### config.mk
export PLATFORM = sky130hd
export DESIGN_NAME = paridade_arbitro
export DESIGN_NICKNAME = d
export VERILOG_FILES = /design/src/rtl/paridade_pkg.sv /design/src/rtl/paridade_arbitro_paridade.sv /design/src/rtl/paridade_arbitro.sv
export SDC_FILE = /design/constraint.sdc
export NUM_CORES = 1
export LEC_CHECK = 0
export ABC_AREA = 1
export ABC_CLOCK_PERIOD_IN_PS = 1780
export BUFFER_PORTS_ARGS = -buffer_cell sky130_fd_sc_hd__buf_2
export CAP_MARGIN = 25
export CORE_MARGIN = 2
export CORE_UTILIZATION = 50
export DETAILED_ROUTE_END_ITERATION = 8
export GPL_ROUTABILITY_DRIVEN = 0
export PLACE_DENSITY = 0.88
export SYNTH_ARGS = -nofsm -noshare
export SYNTH_HDL_FRONTEND = slang
export SYNTH_HIERARCHICAL = 1
export SYNTH_SLANG_ARGS = --single-unit
### constraint.sdc
create_clock -name clk -period 1.78 [get_ports clk]
set_clock_uncertainty 0.1 [all_clocks]
set_input_delay 0.178 -clock clk [delete_from_list [all_inputs] [get_ports clk]]
set_output_delay 0.178 -clock clk [all_outputs]
set_load 0.01 [all_outputs]
### src/rtl/paridade_pkg.sv
// Shared definitions for the paridade arbiter: FSM encodings, default word width,
// statistics counter width and a saturating increment helper.
package paridade_pkg;

  typedef enum logic [1:0] {
    IDLE = 2'd0,
    CALC = 2'd1,
    RESP = 2'd2
  } state_t;

  localparam int DEF_DATA_W = 8;
  localparam int STAT_W     = 16;

  function automatic logic [STAT_W-1:0] sat_inc(input logic [STAT_W-1:0] v);
    return (&v) ? v : v + 1'b1;
  endfunction

endpackage

### src/rtl/paridade_arbitro_paridade.sv
// Shared combinational parity unit: XOR-reduction of the input word.
// Latency: zero (purely combinational). Backpressure: none, no handshake.
module paridade #(
  parameter int DATA_W = 8
) (
  input  logic [DATA_W-1:0] data_in,
  output logic              parity_out
);

  assign parity_out = ^data_in;

endmodule

### src/rtl/paridade_arbitro.sv
// Round-robin arbiter sharing one parity unit between N_REQ requesters; optional stats via PARIDADE_STATS_EN.
// Latency: accept at cycle t, result valid after the t+2 edge; one word per 3 cycles.
// Backpressure: result held until res_ready; no grant is issued until the result is taken.
module paridade_arbitro
  import paridade_pkg::*;
#(
  parameter int N_REQ   = 4,
  parameter int DATA_W  = DEF_DATA_W,
  parameter int PAR_ODD = 0
) (
  input  logic                      clk,
  input  logic                      rst,
  input  logic [N_REQ-1:0]          req_valid,
  input  logic [N_REQ*DATA_W-1:0]   req_data,
  output logic [N_REQ-1:0]          req_ready,
  output logic                      res_valid,
  output logic                      res_parity,
  output logic [$clog2(N_REQ)-1:0]  res_id,
  input  logic                      res_ready,
  output logic                      busy
`ifdef PARIDADE_STATS_EN
  ,
  output logic [STAT_W-1:0]         stat_odd_cnt,
  output logic [STAT_W-1:0]         stat_total_cnt
`endif
);

  localparam int ID_W = $clog2(N_REQ);

  state_t            state_q, state_d;
  logic [ID_W-1:0]   ptr_q;
  logic [ID_W-1:0]   id_q;
  logic [ID_W-1:0]   gnt_idx;
  logic              gnt_found;
  logic [DATA_W-1:0] data_q;
  logic              par_raw;
  logic              par_odd_b;
  logic              hs;
  int                idx_i;

  assign par_odd_b = (PAR_ODD != 0);
  assign hs        = res_valid && res_ready;
  assign busy      = (state_q != IDLE);
  assign res_id    = id_q;

  paridade #(.DATA_W(DATA_W)) u_paridade (
    .data_in    (data_q),
    .parity_out (par_raw)
  );

  // Scan from the farthest candidate back to ptr so the closest one at/after ptr wins.
  always_comb begin
    gnt_found = 1'b0;
    gnt_idx   = '0;
    idx_i     = 0;
    for (int k = N_REQ - 1; k >= 0; k--) begin
      idx_i = int'(ptr_q) + k;
      if (idx_i >= N_REQ) idx_i = idx_i - N_REQ;
      if (req_valid[idx_i]) begin
        gnt_found = 1'b1;
        gnt_idx   = idx_i[ID_W-1:0];
      end
    end
  end

  always_ff @(posedge clk) begin
    if (rst) state_q <= IDLE;
    else     state_q <= state_d;
  end

  always_comb begin
    state_d   = state_q;
    req_ready = '0;
    case (state_q)
      IDLE: begin
        if (gnt_found) begin
          req_ready[gnt_idx] = 1'b1;
          state_d            = CALC;
        end
      end
      CALC:    state_d = RESP;
      RESP:    if (hs) state_d = IDLE;
      default: state_d = IDLE;
    endcase
  end

  always_ff @(posedge clk) begin
    if (rst) begin
      ptr_q      <= '0;
      id_q       <= '0;
      data_q     <= '0;
      res_valid  <= 1'b0;
      res_parity <= 1'b0;
    end else begin
      if (state_q == IDLE && gnt_found) begin
        data_q <= req_data[gnt_idx*DATA_W +: DATA_W];
        id_q   <= gnt_idx;
      end
      if (state_q == CALC) begin
        res_parity <= par_raw ^ par_odd_b;
        res_valid  <= 1'b1;
      end
      if (state_q == RESP && hs) begin
        res_valid <= 1'b0;
        ptr_q     <= (id_q == ID_W'(N_REQ - 1)) ? '0 : id_q + 1'b1;
      end
    end
  end

`ifdef PARIDADE_STATS_EN
  // res_parity already carries the odd-parity inversion; undo it to count raw XOR results.
  always_ff @(posedge clk) begin
    if (rst) begin
      stat_odd_cnt   <= '0;
      stat_total_cnt <= '0;
    end else if (hs) begin
      stat_total_cnt <= sat_inc(stat_total_cnt);
      if (res_parity ^ par_odd_b) stat_odd_cnt <= sat_inc(stat_odd_cnt);
    end
  end
`else
  // Statistics counters are not built in this configuration.
`endif

endmodule

### Yosys cells after proc, flatten, opt, wreduce, memory -nomap -nowiden

Cells that the tools add are included.

| storage, ports and cells | value |
|---|---|
| flip-flop bits (word level) | 16 |
| bits of input ports | 39 |
| output and inout bits | 9 |
| logic and storage cells | 71 |

| cells by class | value |
|---|---|
| add/subtract/negate cells | 8 |
| magnitude comparators | 10 |
| equality and inequality tests | 5 |
| shifts and indexed selects | 1 |
| mux-type cells | 32 |
| reductions and logical operators | 9 |

Operators by type and width:

| kind | number |
|---|---|
| < comparator 32 x 4 -> 1 bit, second input constant | 4 |
| two-way mux 32 bit | 4 |
| variable part select 32 x 6 -> 8 bit | 1 |
| two-way mux 2 bit | 7 |
| two-way mux 1 bit | 13 |
| subtractor 3 x 3 -> 4 bit, second input constant | 3 |
| greater-or-equal comparator 3 bit, second input constant | 3 |
| binary-select mux 1 bit (select 2 bit) | 4 |
| two-way mux 4 bit | 2 |
| parity 8 bit | 1 |
| adder 2 x 2 -> 3 bit, second input constant | 2 |
| one-hot mux 2 bit (3 select lines) | 1 |
| equality test 2 bit, second input constant | 2 |
| logical AND 1 bit | 4 |
| != test 2 bit, second input constant | 2 |
| subtractor 2 x 3 -> 4 bit, second input constant | 1 |
| adder 2 x 1 -> 3 bit, second input constant | 1 |
| greater-or-equal comparator 2 x 3 -> 1 bit, second input constant | 1 |
| < comparator 2 x 3 -> 1 bit, second input constant | 1 |
| adder 2 x 1 -> 2 bit, second input constant | 1 |
| demux 1 bit (select 2 bit) | 1 |
| equality test 2 x 1 -> 1 bit, second input constant | 1 |
| greater-or-equal comparator 2 x 1 -> 1 bit, second input constant | 1 |
| logical NOT 2 bit | 1 |
| 3 further kinds | 3 |

### Longest topological paths before layout

| logic depth | value |
|---|---|
| word-level depth | 16 |
| gate-level depth with buffers | 16 |
| depth with buffers taken out | 14 |

### By module

The synthesis kept the hierarchy.

Modules (own cells, without submodules):

| module | times used | cells an instance | area an instance (um2) | sequential area each (um2) |
|---|---|---|---|---|
| paridade_arbitro | 1 | 220 | 1308.8 | 320.3 |
| paridade | 1 | 47 | 176.4 | 0.0 |

### Worst setup path after synthesis

No wires, ideal clock.

| timing path | value |
|---|---|
| path kind | reg-to-output |
| from | reg ptr_q[0] |
| to | out req_ready[2] |
| data arrival time | 1.473 ns |
| required time | 1.502 ns |
| path slack | 0.029 ns |
| stages on the path, launching flop included | 13 |
| buffers on the path | 2 |
| path through | dfxtp_1 buf_6 inv_6 nand2_1 nand2_1 nand2_1 nand2_2 nor2_4 nor2_2 nand2_4 nand2_4 buf_6 nor3_1 |

| on the way | value |
|---|---|
| cells in the longest elaborated chain, start to end | 16 |
| elaborated cells on any way between the ends | 42 |
| classes of those cells | 7 x add/sub; 6 x order compare; 28 x mux; 1 x reduce/logical |

RTL lines:

| what | line | RTL |
|---|---|---|
| from (decl) | paridade_arbitro.sv:31 | `logic [ID_W-1:0] ptr_q;` |
| from (signal assigned) | paridade_arbitro.sv:105 | `ptr_q <= (id_q == ID_W'(N_REQ - 1)) ? '0 : id_q + 1'b1;` |
| adder 2 x 2 -> 3 bit | paridade_arbitro.sv:57 | `idx_i = int'(ptr_q) + k;` |
| subtractor 3 x 3 -> 4 bit or greater-or-equal comparator 3 bit (tied branches) | paridade_arbitro.sv:58 | `if (idx_i >= N_REQ) idx_i = idx_i - N_REQ;` |
| two-way mux 32 bit | paridade_arbitro.sv:58 |  |
| binary-select mux 1 bit (select 2 bit) | paridade_arbitro.sv:59 | `if (req_valid[idx_i]) begin` |
| two-way mux 1 bit (not written as such) (2 in a row) | paridade_arbitro.sv:59 |  |
| two-way mux 2 bit (4 in a row) | paridade_arbitro.sv:59 |  |
| < comparator 2 x 3 -> 1 bit (not written as such) or greater-or-equal comparator 2 x 1 -> 1 bit (tied branches) | paridade_arbitro.sv:77 | `req_ready[gnt_idx] = 1'b1;` |
| logical AND 1 bit (not written as such) | paridade_arbitro.sv:77 |  |
| two-way mux 1 bit (not written as such) | paridade_arbitro.sv:77 |  |
| demux 1 bit (select 2 bit) | paridade_arbitro.sv:77 |  |
| two-way mux 4 bit (*) | paridade_arbitro.sv:76 | `if (gnt_found) begin` |
| two-way mux 4 bit (*) | paridade_arbitro.sv:74 | `case (state_q)` |
| to (decl) | paridade_arbitro.sv:15 | `output logic [N_REQ-1:0] req_ready,` |

Every way passes the cells marked *; elsewhere a longest branch is shown, timed or not. The select of a mux whose other input is x is not followed.

### Final worst setup path

| timing path | value |
|---|---|
| from | reg ptr_q[0] |
| to | out req_ready[0] |

The elaborated chain is that of the path after synthesis.

==> metrics.md <==
| Metric | Value |
|---|---|
| Most common cell after layout, fill and taps aside | nand2_1 |
| Global Route Usage Sum | 23.53% |
| Final instance area | 0.002043 mm2 |
| Fmax | 473.5 MHz |
| Leakage | 1.209 nW |
| Placed cells | 350 |
| Core area | 0.002781 mm2 |
| Gate power share | 51.2% |
| Part of the power in registers | 31.1% |
| Area Growth Syn to Fin | 37.57% |
| Status | finished with violations |
| Synth warn | 6 |
| Worst Hold Class | in -> reg |
| Crit end category | primary output |
| DRC | 0 |
| Largest net degree at the start of global routing | 17 |
| Synth top area share | 23.76% |
| Yosys cell types | 26 |
| Non-filler cells in the finished layout | 361 |
| CTS tree | done |
| Main area contributors after synthesis | nand2_1 24%, dfxtp_1 22%, inv_1 13% |
| Hold Crit Endpoint | state_q[1] |
| Yosys reg bits | 16 |
| Largest area contributor in the netlist | nand2_1 |
| Worst r2r src | ptr_q[0] |
| WP data arrival | 1.83 ns |
| Reg-to-Reg End | data_q[5] |
| CTS max path bufs | 2 |
| Die height | 58.50 um |
| Initial antenna violation count | 0 |
| Worst slack, placed | -0.1091 ns |
| Failing checks | setup timing |
| Number of global-route vias before repair | 1475 |
| DRT iter0 DRCs | 97 |
| Final Critical Period | 2.112 ns |
| Crit. Startpoint | ptr_q[0] |
| FF-to-FF path depth | 15 |
| HPWL after DPL | 2681 um |
| Commonest cells after routing, fill and taps aside | 75 x nand2_1, 48 x inv_1, 47 x buf_2, 31 x nor2_1, 25 x nand2_2 |
| Worst VDD drop | 0.6103 mV |
| PwrDens | 720.2 mW/mm2 |
| Power share of the clock group | 17.7% |
| GR Overflow Total | 0 |
| Fill cell count | 205 |
| Final Routed Wirelength | 4282 um |
| Per-cell routed wire length | 11.86 um |
| Share of layout cells above drive strength 1 | 39.39% |
| Die area | 0.003422 mm2 |
| H-Tree Level Count | 1 |
| Max-cap viol count | 0 |
| Clock-pin slew on the worst setup and hold paths | 0.11 ns |
| Startpoint types | flip-flop |
| Cells after Synth | 267 |
| Slew Limit Fails | 0 |
| Final Cycle Share | 118.7% |
| Final ANT Viol Nets | 0 |
| Antenna diodes | 0 |
| WP data required | 1.50 ns |
| Final setup vio count | 12 |
| Routed via count | 1794 |
| Clock Latency Late Sink | 0.31 ns |
| Port buffer count | 47 |
| Final hold slack | 0.04005 ns |
| Drt pass-1 iters | 4 |
| Hold Crit Depth | 4 |
| Slew @ Worst Pin | 0.2846 ns |
| Row count | 19 |
| Seq/Total Area, Yosys | 21.57% |
| Worst hold start | res_ready |
| Syn Area/Cell | 5.562 um2 |
| Initial Utilization | 53.40% |
| Cell-internal power | 0.8557 mW |
| Final worst setup slack | -0.3321 ns |
| Total CTS buffers | 3 |
| Setup TNS | -2.806 ns |
| Clock root buffer master | clkbuf_4 |
| Reg-to-reg setup timing slack | -0.29 ns |
| Sink Count | 16 |
| Via density | 4.970 |
| Crit-path max FO | 8 |
| Syn Nets | 307 |
| Die width | 58.50 um |
| Net Switching | 0.6158 mW |
| I/O pins | 48 |
| Sw Ratio | 41.85% |
| Final #Nets | 371 |
| Placed cell area | 0.001792 mm2 |
| Crit path kind | reg -> out |
| First-pass GRT wire length | 6168 um |
| Area of the mapped netlist | 0.001485 mm2 |
| RSZ-0062 raised after global routing | true |
| Final hold violation count | 0 |
| Max-slew headroom | 81.03% |
## sequential cells by signal, indices dropped and copies added, names as in the netlist
name,flops
res_valid,1
data_q,8
res_id,2
state_q,2
res_parity,1
ptr_q,2
## worst max-delay path, stage by stage, from the launching register on
cell,delay (ns)
dfxtp_4,0.44
inv_8,0.06
nand2_2,0.06
nand2_2,0.06
nand2_2,0.10
nand2_4,0.07
nor2_4,0.17
nor2_4,0.06
nand2_4,0.08
nand2_8,0.07
buf_6,0.12
nor2_1,0.08
buf_2,0.14
## cell type report
cell class | count | area (um2) | area share, %
inverter | 54 | 210.2 | 10.29
sequential | 16 | 325.3 | 15.92
tap | 31 | 38.79 | 1.898
multi-input combinational | 190 | 1040 | 50.89
clock buffer | 4 | 36.28 | 1.776
timing repair buffer | 66 | 392.9 | 19.23
## cell usage after synthesis
library cell / number
clkbuf_1: 1
nand3_1: 31
buf_2: 1
a21oi_4: 1
nand2_4: 2
a211oi_1: 2
nand2_2: 8
and2_4: 1
or2_2: 1
inv_6: 1
a21oi_1: 4
o22ai_1: 2
dfxtp_1: 16
nor2_1: 31
nor3b_2: 3
nor2_4: 3
buf_6: 3
nor3_1: 1
nand3_2: 1
inv_2: 3
inv_1: 50
buf_4: 2
ha_1: 1
nand2_1: 94
nand4_1: 1
nor2_2: 3
## metrics by stage
| step | power [mW] | util [%] |
|---|---|---|
| after floorplan | 0.9155 | - |
| after global placement | 1.069 | 64.42 |
| after detailed placement | 1.084 | 64.42 |
| after CTS | 1.384 | 69.59 |
| after global routing | 1.580 | 73.46 |
| final | 1.471 | 73.46 |
## layer usage
metal / vias up / part of all wire [%] / GRT usage, %
li1: 925 / - / -
met1: 780 / 42 / 30.89
met2: 76 / 49 / 38.52
met3: 13 / 5.9 / 2.418
met4: 0 / 3.0 / 11.30
met5: - / 0 / 0
## how the worst max path moves through the flow
stage                              end  slack [ns]  cells past startpoint
final                     req_ready[0]       -0.33                     12
after global routing      req_ready[0]       -0.44                     12
after CTS                 req_ready[2]       -0.25                     11
after detailed placement  req_ready[0]       -0.11                     12
after global placement    req_ready[2]        -0.1                     11
after floorplan           req_ready[2]        0.03                     12
## repair_timing
action,4_1_cts,5_1_grt
endpoints found under the hold margin,0,0
hold buffers,0,0
setup buffers,6,1
pin swaps,13,14
gates resized for setup,21,25
endpoints found under the setup margin,12,13
## cells by family after synthesis
family | count (synthesis) | synth area share, %
simple gates | 180 | 55.43
buf+inv | 61 | 17.86
flops | 16 | 21.57
compound gates | 9 | 4.296
fa+ha+maj | 1 | 0.8423
## power by group through the flow
stage | Clock [mW] | Combinational (mW) | Sequential, mW
after floorplan | 0 | 0.454 | 0.461
after global placement | 0 | 0.607 | 0.463
after detailed placement | 0 | 0.619 | 0.465
after CTS | 0.250 | 0.678 | 0.455
after global routing | 0.273 | 0.839 | 0.469
final | 0.261 | 0.753 | 0.458
Note: power is estimated with default switching activity, not from simulation.
